**src/rtl/cnn_tile_sequencer.sv**
```systemverilog
// rtl/cnn_tile_sequencer.sv - tile sequencer: load a tile, wait out the PE/pool latency, emit the pooled result
module cnn_tile_sequencer #(
    parameter int PIPE_LAT = 3,
    parameter int CNT_W    = 8
) (
    input  logic             clk_i,
    input  logic             rst_i,
    input  logic             start_i,
    input  logic [CNT_W-1:0] tile_count_i,
    input  logic             in_valid_i,
    output logic             in_ready_o,
    output logic             buf_load_o,
    output logic [CNT_W-1:0] tile_idx_o,
    input  logic [15:0]      pool_in_i,
    output logic [15:0]      out_data_o,
    output logic             out_valid_o,
    input  logic             out_ready_i,
    output logic             busy_o,
    output logic             done_o
);

    typedef enum logic [1:0] {
        S_IDLE = 2'd0,
        S_LOAD = 2'd1,
        S_WAIT = 2'd2,
        S_EMIT = 2'd3
    } state_t;

    localparam logic [3:0]       LAT     = 4'(PIPE_LAT);
    localparam logic [CNT_W-1:0] CNT_ONE = CNT_W'(1);

    state_t           state_q;
    logic [CNT_W-1:0] count_q;
    logic [CNT_W-1:0] idx_q;
    logic [3:0]       lat_q;
    logic [15:0]      data_q;
    logic             done_q;

    always_ff @(posedge clk_i) begin
        if (rst_i) begin
            state_q <= S_IDLE;
            count_q <= '0;
            idx_q   <= '0;
            lat_q   <= '0;
            data_q  <= '0;
            done_q  <= 1'b0;
        end else begin
            done_q <= 1'b0;
            case (state_q)
                S_IDLE: begin
                    if (start_i) begin
                        if (tile_count_i == '0) begin
                            done_q <= 1'b1;
                        end else begin
                            count_q <= tile_count_i;
                            idx_q   <= '0;
                            state_q <= S_LOAD;
                        end
                    end
                end
                S_LOAD: begin
                    if (in_valid_i) begin
                        lat_q   <= LAT;
                        state_q <= S_WAIT;
                    end
                end
                S_WAIT: begin
                    // Counter reaching 1 marks the cycle Pool_In carries this tile's result.
                    lat_q <= lat_q - 4'd1;
                    if (lat_q == 4'd1) begin
                        data_q  <= pool_in_i;
                        state_q <= S_EMIT;
                    end
                end
                S_EMIT: begin
                    if (out_ready_i) begin
                        if (idx_q == count_q - CNT_ONE) begin
                            state_q <= S_IDLE;
                            done_q  <= 1'b1;
                        end else begin
                            idx_q   <= idx_q + CNT_ONE;
                            state_q <= S_LOAD;
                        end
                    end
                end
                default: state_q <= S_IDLE;
            endcase
        end
    end

    assign in_ready_o  = (state_q == S_LOAD);
    assign buf_load_o  = (state_q == S_LOAD) && in_valid_i;
    assign out_valid_o = (state_q == S_EMIT);
    assign busy_o      = (state_q != S_IDLE);
    assign done_o      = done_q;
    assign out_data_o  = data_q;
    assign tile_idx_o  = idx_q;

endmodule

```
**config.mk**
```make
export PLATFORM = sky130hd
export DESIGN_NAME = cnn_tile_sequencer
export DESIGN_NICKNAME = d
export VERILOG_FILES = /design/src/rtl/cnn_tile_sequencer.sv
export SDC_FILE = /design/constraint.sdc
export NUM_CORES = 1
export LEC_CHECK = 0
export CAP_MARGIN = 20
export CORE_ASPECT_RATIO = 1.1
export CORE_UTILIZATION = 47
export CTS_CLUSTER_SIZE = 10
export DETAILED_ROUTE_END_ITERATION = 10
export GPL_TIMING_DRIVEN = 0
export PLACE_DENSITY = 0.77
export REMOVE_ABC_BUFFERS = 1
export SETUP_SLACK_MARGIN = 0.5
export SYNTH_ARGS = -nofsm -noshare
export SYNTH_HDL_FRONTEND = slang
export SYNTH_SLANG_ARGS = --single-unit
```
**constraint.sdc**
```tcl
create_clock -name clk_i -period 2.8 [get_ports clk_i]
set_input_delay 0.56 -clock clk_i [delete_from_list [all_inputs] [get_ports clk_i]]
set_output_delay 0.56 -clock clk_i [all_outputs]
set_load 0.03 [all_outputs]
```
# After elaboration in Yosys (flattened, before gate mapping)
# Index checks and enable logic that the tools add are counted.
# word_totals
ff_bits	39
# classes
add_sub_neg	3
n_eq_ne	11
n_mux	19
n_bitwise	1
n_reduce_logical	11
# ops
op	count
8-bit 2-to-1 mux	4
8-bit case mux with 2 select lines	1
2-bit 2-to-1 mux	5
2-bit inequality test (second input constant)	5
5-bit AND reduction	2
8-bit by 1-bit adder with 8-bit output (second input constant)	1
8-bit == test	1
8-bit zero test	1
2-bit case mux with 4 select lines	1
4-bit case mux with 2 select lines	1
8-bit by 1-bit subtractor with 8-bit output (second input constant)	1
2-bit nonzero test	3
1-bit 2-to-1 mux	5
2-bit == test (second input constant)	2
4-bit by 1-bit == test with 1-bit output (second input constant)	1
4-bit 2-to-1 mux	1
2-bit AND reduction	2
4-bit by 1-bit subtractor with 4-bit output (second input constant)	1
3-bit AND reduction	1
2-bit by 1-bit == test with 1-bit output (second input constant)	1
2-bit zero test	1
2-bit by 1-bit inequality test with 1-bit output (second input constant)	1
1-bit case mux with 2 select lines	1
1-bit logical AND	1
1-bit NOT	1

# Longest topological paths before layout
# Gate-level depths: netlist (run 1).
# logic_depth
depth_word	5
depth_mapped	9
mapped_depth_nobuf	8

# Worst setup path after synthesis (run 1)
# No wires, ideal clock.
# synth_timing
kind	flip-flop to flip-flop
start	register state_q[1]
end	register idx_q[6], in the netlist tile_idx_o[6]
arrival_ns	1.986
slack_ns	0.694
stages_incl_launch_ff	8
path_buffers	1
period_less_slack_ns	2.106
cell_sequence	dfxtp_1 ha_1 inv_1 or4_4 nor4_4 buf_6 or3_1 a21oi_1
# synth_via
elab_chain_cells	3
# synth_lines
item	line_no	source
start, declared	32	state_t state_q;
start signal, assigned	41	state_q <= S_IDLE;
start signal, assigned	57	state_q <= S_LOAD;
start signal, assigned	64	state_q <= S_WAIT;
2-bit == test (*)	-	
net out_valid_o	16	output logic out_valid_o,
2-bit inequality test (no line), or another cell as far along	-	
5-bit AND reduction (no line)	-	
end signal, assigned	81	idx_q <= idx_q + CNT_ONE;
end, declared	34	logic [CNT_W-1:0] idx_q;
# Mark *: on every way through the listed nets, which the timed path passes. The rest lies on a longest branch.
# A chain may end at the register's enable or synchronous reset.

# Final worst setup path (run 1)
# layout_timing
start	input tile_count_i[1]
end	register idx_q[2], in the netlist tile_idx_o[2]
# layout_via
elab_chain_cells	3
# layout_lines
item	line_no	source
start, declared	9	input logic [CNT_W-1:0] tile_count_i,
8-bit zero test	52	if (tile_count_i == '0) begin
2-bit inequality test (no line)	-	
5-bit AND reduction (no line)	-	
# Every way passes these cells.

==> impl_metrics.tcl, run 1 <==
set metrics [dict create \
    grt_max_degree 27 \
    timing.final.crit_share_pct 80.3 \
    slew_headroom_pct 56.2 \
    drc 0 \
    worst_slack_ns 0.552 \
    port-buffer-count 57 \
    drt_iter0_markers 65 \
    critical_path_arrival_ns 2.49 \
    num_rows 24 \
    start_kind "primary input" \
    ys_ff_latch 39 \
    p_leak_uw 0.00106 \
    mostFrequentLayoutCell "clkdlybuf4s50_1" \
    die_h_um 70.9 \
    ys_types 44 \
    gr-usage-all-layers_pct 21.3 \
    cts_max_path_buffers 2 \
    cts_tree "done" \
    fin_util_pct 69.3 \
    crit_path_max_incr_delay_ns 0.51 \
    hp-class "reg2reg" \
    worstSetupEndpointType "flip-flop" \
    core_area_mm2 0.00405 \
    antenna_found_initial 0 \
    yosysWarnings 0 \
    n_antenna_cell 0 \
    cp_data_required_time_ns 3.04 \
    hold_viol 0 \
    dp.cells 349 \
    numCtsBuffers 5 \
    wl_um 4750 \
    yosysSeqAreaShare_pct 38.4 \
    cp_cell_sequence "clkdlybuf4s50_1 > nor4_4 > buf_4 > a21oi_4 > a21o_1 > or4_1 > nand2_1" \
    cts-root-buf "clkbuf_8" \
    period_needed_ns 2.25 \
    grt_pass1_vias 1674 \
    clock_latency_ns 0.29 \
    detail_route.wl_per_cell_um 13.1 \
    grt_pass1_wl_um 7620 \
    fill_cells 355 \
    p_int_uw 1170 \
    grt_setup_unrepaired "false" \
    die_area_mm2 0.00459 \
    synth_edf_count 0 \
    cp_max_fo 13 \
    synth_area_mm2 0.00203 \
    drive_above_1_share_pct 8.71 \
    start_util_pct 50.1 \
    switching_share_pct 39.7 \
    finalMaxSlewViolations 0 \
    area_growth_pct 38.4 \
    power_frac_comb_pct 44.8 \
    drt_pre_antenna_iters 4 \
    wl_met3_um 176 \
    status "finished, final reports clean" \
    peakVddDrop_v 0.000531 \
    pwr-share-clk_pct 19.3 \
    vias_per_cell 5.29 \
    maxCapViolations 0 \
    finalNetCount 347 \
    cpMaxStageDelayCell "or4_1" \
    setup_viol 0 \
    met1_length_um 2350 \
    hpwlAfterDp_um 3370 \
    die_w_um 64.7 \
    grt.overflow.total 0 \
    wl_met2_um 2170 \
    pwr-share-seq_pct 35.9 \
    tns_ns 0 \
    p_per_area_mw_per_mm2 691 \
    cts.sinks 39 \
    max_freq_mhz 445 \
    power.switching_uw 771 \
    avgSynthCellArea_um2 8.16 \
    routed.top_layer "met4" \
    postRouteAntennaNets 0 \
    ys.flop_type "dfxtp_1" \
    pin_count 58 \
    setup.worst_path.class "in2reg" \
    synth_cells 249 \
    async_reset_ff_share_pct 0 \
    stdcell_count 362 \
    gp_congestion 0.806 \
    fin_skew_ns 0.00368 \
    worst_pin_slew_ns 0.655 \
    htreeDepth 2 \
    clkTransAtPathRegs_ns 0.08 \
    place_ws_ns -0.101 \
    layout_common_cells "53 x clkdlybuf4s50_1, 42 x nand2_1, 38 x dfxtp_1, 28 x a21oi_1, 23 x nor2_1" \
    vias 1916 \
]
## layout make-up
type / instances / area, um2 / area share, %
Clock buffer: 6 / 72.6 / 2.58
Multi-Input combinational cell: 189 / 1200 / 42.6
Inverter: 11 / 41.3 / 1.47
Sequential cell: 39 / 782 / 27.8
Clock inverter: 2 / 12.5 / 0.445
Timing Repair Buffer: 63 / 639 / 22.8
Tap cell: 52 / 65.1 / 2.32
## critical path, delay by kind of cell
| family | cells | cell delay (ns) |
|---|---|---|
| compound gates | 2 | 0.39 |
| simple gates | 3 | 0.87 |
| buf+inv | 2 | 0.66 |
## state kept, by name (all words and copies together) (netlist names)
register / flops
lat_q: 4
done_o: 1
count_q: 8
out_data_o: 16
state_q: 2
tile_idx_o: 8
## worst paths after layout
check,from,endpoint,slack (ns),cells past startpoint
max,tile_count_i[1],tile_idx_o[2],0.55,7
min,out_data_o[4],out_data_o[4],0.45,2
max reg2reg,count_q[1],tile_idx_o[6],0.61,9
min reg2reg,out_data_o[4],out_data_o[4],0.45,2
## per-stage QoR
step | hold WS [ns] | total power (uW) | area, um2
CTS | 0.457 | 1950 | 2770
finish | 0.454 | 1940 | 2810
global placement | 0.441 | 1540 | 2620
global route | 0.471 | 2090 | 2810
floorplan | 0.481 | 1320 | 1990
detailed placement | 0.446 | 1560 | 2650
## power by group through the flow
| stage | clock, uW | sequential (uW) | combinational [uW] |
|---|---|---|---|
| final | 375 | 698 | 870 |
| after global routing | 409 | 708 | 971 |
| after CTS | 384 | 697 | 868 |
| after detailed placement | 0 | 710 | 855 |
| after global placement | 0 | 708 | 833 |
| after floorplan | 0 | 720 | 600 |
## cell usage after synthesis, drive strengths merged (2+ instances only)
cell,n,area [um2]
or3,5,31.3
xnor2,4,42.6
or4,3,26.3
ha,9,113
a21boi,2,15.0
nand2b,4,25.0
a311oi,2,17.5
nand3,5,25.0
nor3b,2,15.0
and3,7,43.8
xor2,5,43.8
inv,11,41.3
nand4,2,12.5
o21ai,9,45.0
nor4,6,77.6
nor2,23,86.3
and2,3,18.8
a21oi,29,145
mux2i,7,70.1
dfxtp,39,781
o22ai,2,12.5
clkbuf,9,33.8
o2bb2ai,2,17.5
a22oi,2,15.0
nor3,4,25.0
nand2,42,158
## routing by layer
layer | track usage [%] | up-vias
met2 | 33.9 | 45
li1 | - | 989
met5 | 0 | -
met4 | 6.67 | 0
met3 | 4.68 | 6
met1 | 28.5 | 876
## timing repair
action                                  CTS  global route
hold endpoints to repair                  0             0
gates resized for setup                   7             5
gates cloned                              0             1
buffers inserted                          2             2
endpoints found under the setup margin   11            12
pin swaps                                 3             3
hold buffers                              0             0
## logic make-up after synthesis
logic type | share of synthesized area, %
flops | 38.4
simple gates | 27.5
fa+ha+maj | 5.55
xor+xnor | 4.25
mux | 3.45
compound gates | 16.6
buf+inv | 4.25
(Power assumes the default switching activity.)
==> run 2: changes to the inputs <==
CORE_UTILIZATION = 43   (was 47)
PLACE_DENSITY = 0.74   (was 0.77)
clock period = 2 ns   (was 2.8 ns; I/O delays follow)
==> impl_metrics.tcl, run 2 (synthesis results as in run 1) <==
set metrics [dict create \
    status "finished, violations left" \
    violations "negative setup slack" \
    cp_max_fo 3 \
    power_frac_comb_pct 52.4 \
    worst_slack_ns -0.151 \
    r2r_cells 9 \
    p_per_area_mw_per_mm2 1060 \
    hp-class "in2reg" \
    mostFrequentLayoutCell "nand2_1" \
    cp_data_required_time_ns 2.18 \
    n_antenna_cell 0 \
    switching_share_pct 40.6 \
    power.switching_uw 1330 \
    grt_max_degree 23 \
    post_dp_cell_area_mm2 0.00265 \
    cts.sinks 39 \
    detail_route.wl_per_cell_um 15.6 \
    cpMaxStageDelayCell "dfxtp_4" \
    setup.worst_path.class "reg2reg" \
    grt.overflow.total 0 \
    dp.cells 351 \
    cts_max_path_buffers 2 \
    core_area_mm2 0.00441 \
    design_area_mm2 0.00310 \
    hold_viol 0 \
    worstSetupEndpointType "flip-flop" \
    setup_viol 10 \
    critical_path_arrival_ns 2.33 \
    gp_congestion 0.882 \
    pwr-share-seq_pct 31.2 \
    finalMaxSlewViolations 0 \
    wl_um 5860 \
    layout_common_cells "41 x nand2_1, 29 x dfxtp_1, 26 x a21oi_1, 20 x nor2_1" \
    largest_reg_flops 16 \
    max_freq_mhz 465 \
    vias_per_cell 5.43 \
    cts-root-buf "clkbuf_8" \
    postRouteAntennaNets 0 \
    die_h_um 74.1 \
    gr-usage-all-layers_pct 23.0 \
    start_kind "flip-flop" \
    num_rows 25 \
    fin_util_pct 70.4 \
    p_int_uw 1950 \
    fill_cells 355 \
    hold_path_depth 3 \
    maxCapViolations 0 \
    htreeDepth 2 \
    timing.final.crit_share_pct 108 \
    whs_ns 0.396 \
    port-buffer-count 57 \
    cts_tree "done" \
    area_growth_pct 52.9 \
    antenna_found_initial 0 \
    drive_above_1_share_pct 29.1 \
    drc 0 \
    pwr-share-clk_pct 16.4 \
    drt_pre_antenna_iters 4 \
    grt_pass1_wl_um 8670 \
    die_w_um 67.5 \
    stdcell_count 377 \
    slew_headroom_pct 55.9 \
    hpwlAfterDp_um 3500 \
    period_needed_ns 2.15 \
    peakVddDrop_v 0.000841 \
    fin_skew_ns 0.00520 \
    clock_latency_ns 0.30 \
    finalNetCount 360 \
    worst_pin_slew_ns 0.659 \
    grt_setup_unrepaired "true" \
    cp_cell_sequence "inv_4 > ha_4 > xor2_1 > nand2_1 > buf_4 > or3_4 > nor4_4 > nand2b_4 > a221oi_2" \
    clkTransAtPathRegs_ns 0.08 \
    start_util_pct 46.0 \
    drt_iter0_markers 104 \
    pin_count 58 \
    grt_pass1_vias 1897 \
    p_leak_uw 0.00124 \
    numCtsBuffers 5 \
    die_area_mm2 0.00500 \
    vias 2046 \
    crit_path_max_incr_delay_ns 0.36 \
    total_power_uw 3280 \
]
run 2: metal layers:
metal	vias to the layer above	track usage, %	routed length, um
met5	-	0	0
met4	0	8.51	108
met3	10	5.06	328
met2	56	38.5	2880
met1	966	28.4	2540
li1	1014	-	-
run 2: worst paths after layout:
| kind | endpoint | startpoint | slack, ns |
|---|---|---|---|
| worst min-delay path | count_q[7] | tile_count_i[7] | 0.40 |
| worst min register to register | out_data_o[1] | out_data_o[1] | 0.45 |
| worst max register to register | state_q[0] | count_q[0] | -0.15 |
| worst max-delay path | state_q[0] | count_q[0] | -0.15 |
run 2: critical path, delay by kind of cell, from the launching register on:
family / cells / cell delay [ns]
XOR/XNOR: 1 / 0.20
AO/OA/AOI/OAI: 1 / 0.05
flip-flops: 1 / 0.36
adder cells (fa/ha/maj): 1 / 0.26
buffers and inverters: 2 / 0.18
AND/OR/NAND/NOR: 4 / 0.97
run 2: power groups by stage:
stage	clock [uW]	sequential (uW)	combinational [uW]
detailed placement	0	996	1180
finish	537	1020	1720
CTS	549	1010	1540
global placement	0	994	1160
floorplan	0	1010	840
global route	587	1040	1860
run 2: stage by stage:
stage                     TNS (ns)  setup WS (ns)
after floorplan              -1.38         -0.189
after global placement       -8.05         -0.743
after detailed placement     -7.59         -0.751
after CTS                   -0.190        -0.0341
after global routing         -1.70         -0.190
final                        -1.11         -0.151
run 2: final cells by class:
class	instances	area (um2)	area share, %
inverter	11	55.1	1.77
multi-input combinational	190	1370	44.2
clock inverter	2	12.5	0.403
sequential	39	801	25.8
clock buffer	6	72.6	2.34
tap	54	67.6	2.18
timing repair buffer	75	724	23.3
run 2: timing repair:
action / CTS / global route
gates cloned: 2 / 1
buffers inserted: 14 / 1
setup endpoints to repair: 68 / 30
pin swaps: 22 / 13
hold endpoints to repair: 0 / 0
hold buffers: 0 / 0
resized for setup: 124 / 35
==> run 3: changes to the inputs <==
GPL_TIMING_DRIVEN = 1   (was 0)
==> impl_metrics.tcl, run 3 (synthesis results as in run 1) <==
set metrics [dict create \
    status "finished, violations left" \
    violations "negative setup slack" \
    die_w_um 67.5 \
    cts-root-buf "clkbuf_8" \
    start_util_pct 46.0 \
    p_leak_uw 0.00141 \
    setup_viol 10 \
    htreeDepth 2 \
    core_area_mm2 0.00441 \
    pin_count 58 \
    cts_max_path_buffers 2 \
    die_h_um 74.1 \
    fill_cells 317 \
    largest_reg_flops 16 \
    slew_headroom_pct 75.9 \
    die_area_mm2 0.00500 \
    num_rows 25 \
    tns_ns -0.514 \
    worst_slack_ns -0.123 \
    vias 2156 \
    drt_iter0_markers 133 \
    maxCapViolations 0 \
    multi_input_area_mm2 0.00136 \
    start_kind "flip-flop" \
    finalMaxSlewViolations 0 \
    cp_cell_sequence "inv_2 > ha_4 > xor2_1 > nand2_1 > or3_4 > nor4_4 > buf_4 > a31oi_4 > nor3_2" \
    grt.overflow.total 0 \
    cp_max_fo 3 \
    drt_pre_antenna_iters 4 \
    gr-usage-all-layers_pct 22.8 \
    numCtsBuffers 5 \
    grt_pass1_wl_um 8630 \
    min_from "tile_count_i[1]" \
    timing.final.crit_share_pct 106 \
    n_antenna_cell 0 \
    whs_ns 0.327 \
    min_to "count_q[1]" \
    cts_tree "done" \
    worst_pin_slew_ns 0.359 \
    gp_congestion 0.783 \
    mostFrequentLayoutCell "nand2_1" \
    hold_buffers 0 \
    hold_viol 0 \
    r2r_cells 9 \
    vias_per_cell 5.30 \
    setup.worst_path.class "reg2reg" \
    antenna_found_initial 0 \
    hp-class "in2reg" \
    grt_setup_unrepaired "true" \
    wl_um 6270 \
    r2r-start "count_q[0]" \
    place_ws_ns -0.296 \
    drive_above_1_share_pct 34.0 \
    r2r-end "done_o" \
    clock_latency_ns 0.31 \
    layout_common_cells "41 x nand2_1, 38 x buf_4, 34 x dfxtp_1, 25 x a21oi_1, 21 x nor2_1" \
    fin_skew_ns 0.00945 \
    detail_route.wl_per_cell_um 15.4 \
    cp_data_required_time_ns 2.25 \
    period_needed_ns 2.12 \
    finalNetCount 390 \
    hold_path_depth 3 \
    peakVddDrop_v 0.000741 \
    critical_path_arrival_ns 2.37 \
    p_per_area_mw_per_mm2 1110 \
    clkTransAtPathRegs_ns 0.09 \
    port-buffer-count 57 \
    hpwlAfterDp_um 3840 \
    worstSetupEndpointType "flip-flop" \
    area_growth_pct 62.4 \
    fin_util_pct 74.8 \
    cts.sinks 39 \
    grt_pass1_vias 1946 \
    reg2reg_slack_ns -0.12 \
    crit_path_max_incr_delay_ns 0.35 \
    grt_max_degree 29 \
    seqCellArea_um2 792 \
    drc 0 \
    postRouteAntennaNets 0 \
    cpMaxStageDelayCell "or3_4" \
    max_freq_mhz 471 \
]
run 3: critical path: cells and delay by family, from the launching register on:
kind,cells,cell delay (ns)
AND/OR/NAND/NOR,4,0.92
buffers and inverters,2,0.24
adder cells (fa/ha/maj),1,0.27
AO/OA/AOI/OAI,1,0.09
flip-flops,1,0.34
XOR/XNOR,1,0.19
run 3: where the power goes:
part | internal, uW | switching [uW] | total [uW] | leakage, uW
Clock | 372 | 313 | 684 | 0.0000581
Sequential | 891 | 109 | 1000 | 0.000319
Combinational | 982 | 989 | 1970 | 0.00103
Total | 2240 | 1410 | 3650 | 0.00141
run 3: stage by stage:
stage	power, uW	area [um2]	instances
3_5_place_dp	2350	2870	383
5_1_grt	3830	3300	407
4_1_cts	3080	3030	394
2_1_floorplan	1850	1990	239
3_3_place_gp	2330	2870	383
6_report	3650	3300	407
run 3: worst max path at each step:
| stage | from | endpoint | slack, ns | cells past startpoint |
|---|---|---|---|---|
| 2_1_floorplan | state_q[1] | tile_idx_o[3] | -0.19 | 6 |
| 3_3_place_gp | tile_count_i[5] | state_q[0] | -0.23 | 7 |
| 3_5_place_dp | tile_count_i[5] | state_q[0] | -0.30 | 7 |
| 4_1_cts | count_q[1] | tile_idx_o[4] | -0.02 | 9 |
| 5_1_grt | count_q[0] | done_o | -0.19 | 9 |
| 6_report | count_q[0] | done_o | -0.12 | 9 |
run 3: final cells by class:
cell class	count	share of cell area (%)
Clock buffer	5	2.09
Multi-Input combinational cell	189	41.2
Sequential cell	39	24.0
Timing Repair Buffer	106	27.8
Inverter	11	1.48
Clock inverter	3	1.33
Tap cell	54	2.05
run 3: what timing repair did:
action / in CTS / in global routing
setup endpoints to repair: 67 / 43
pin swaps: 7 / 23
gates resized for setup: 91 / 81
buffers inserted: 2 / 12
cloned: 1 / 1
run 3: metal layers:
metal | global-route usage, % | wire length, um
met1 | 29.0 | 2560
met2 | 38.8 | 3270
met3 | 4.60 | 294
met4 | 5.91 | 140
met5 | 0 | 0
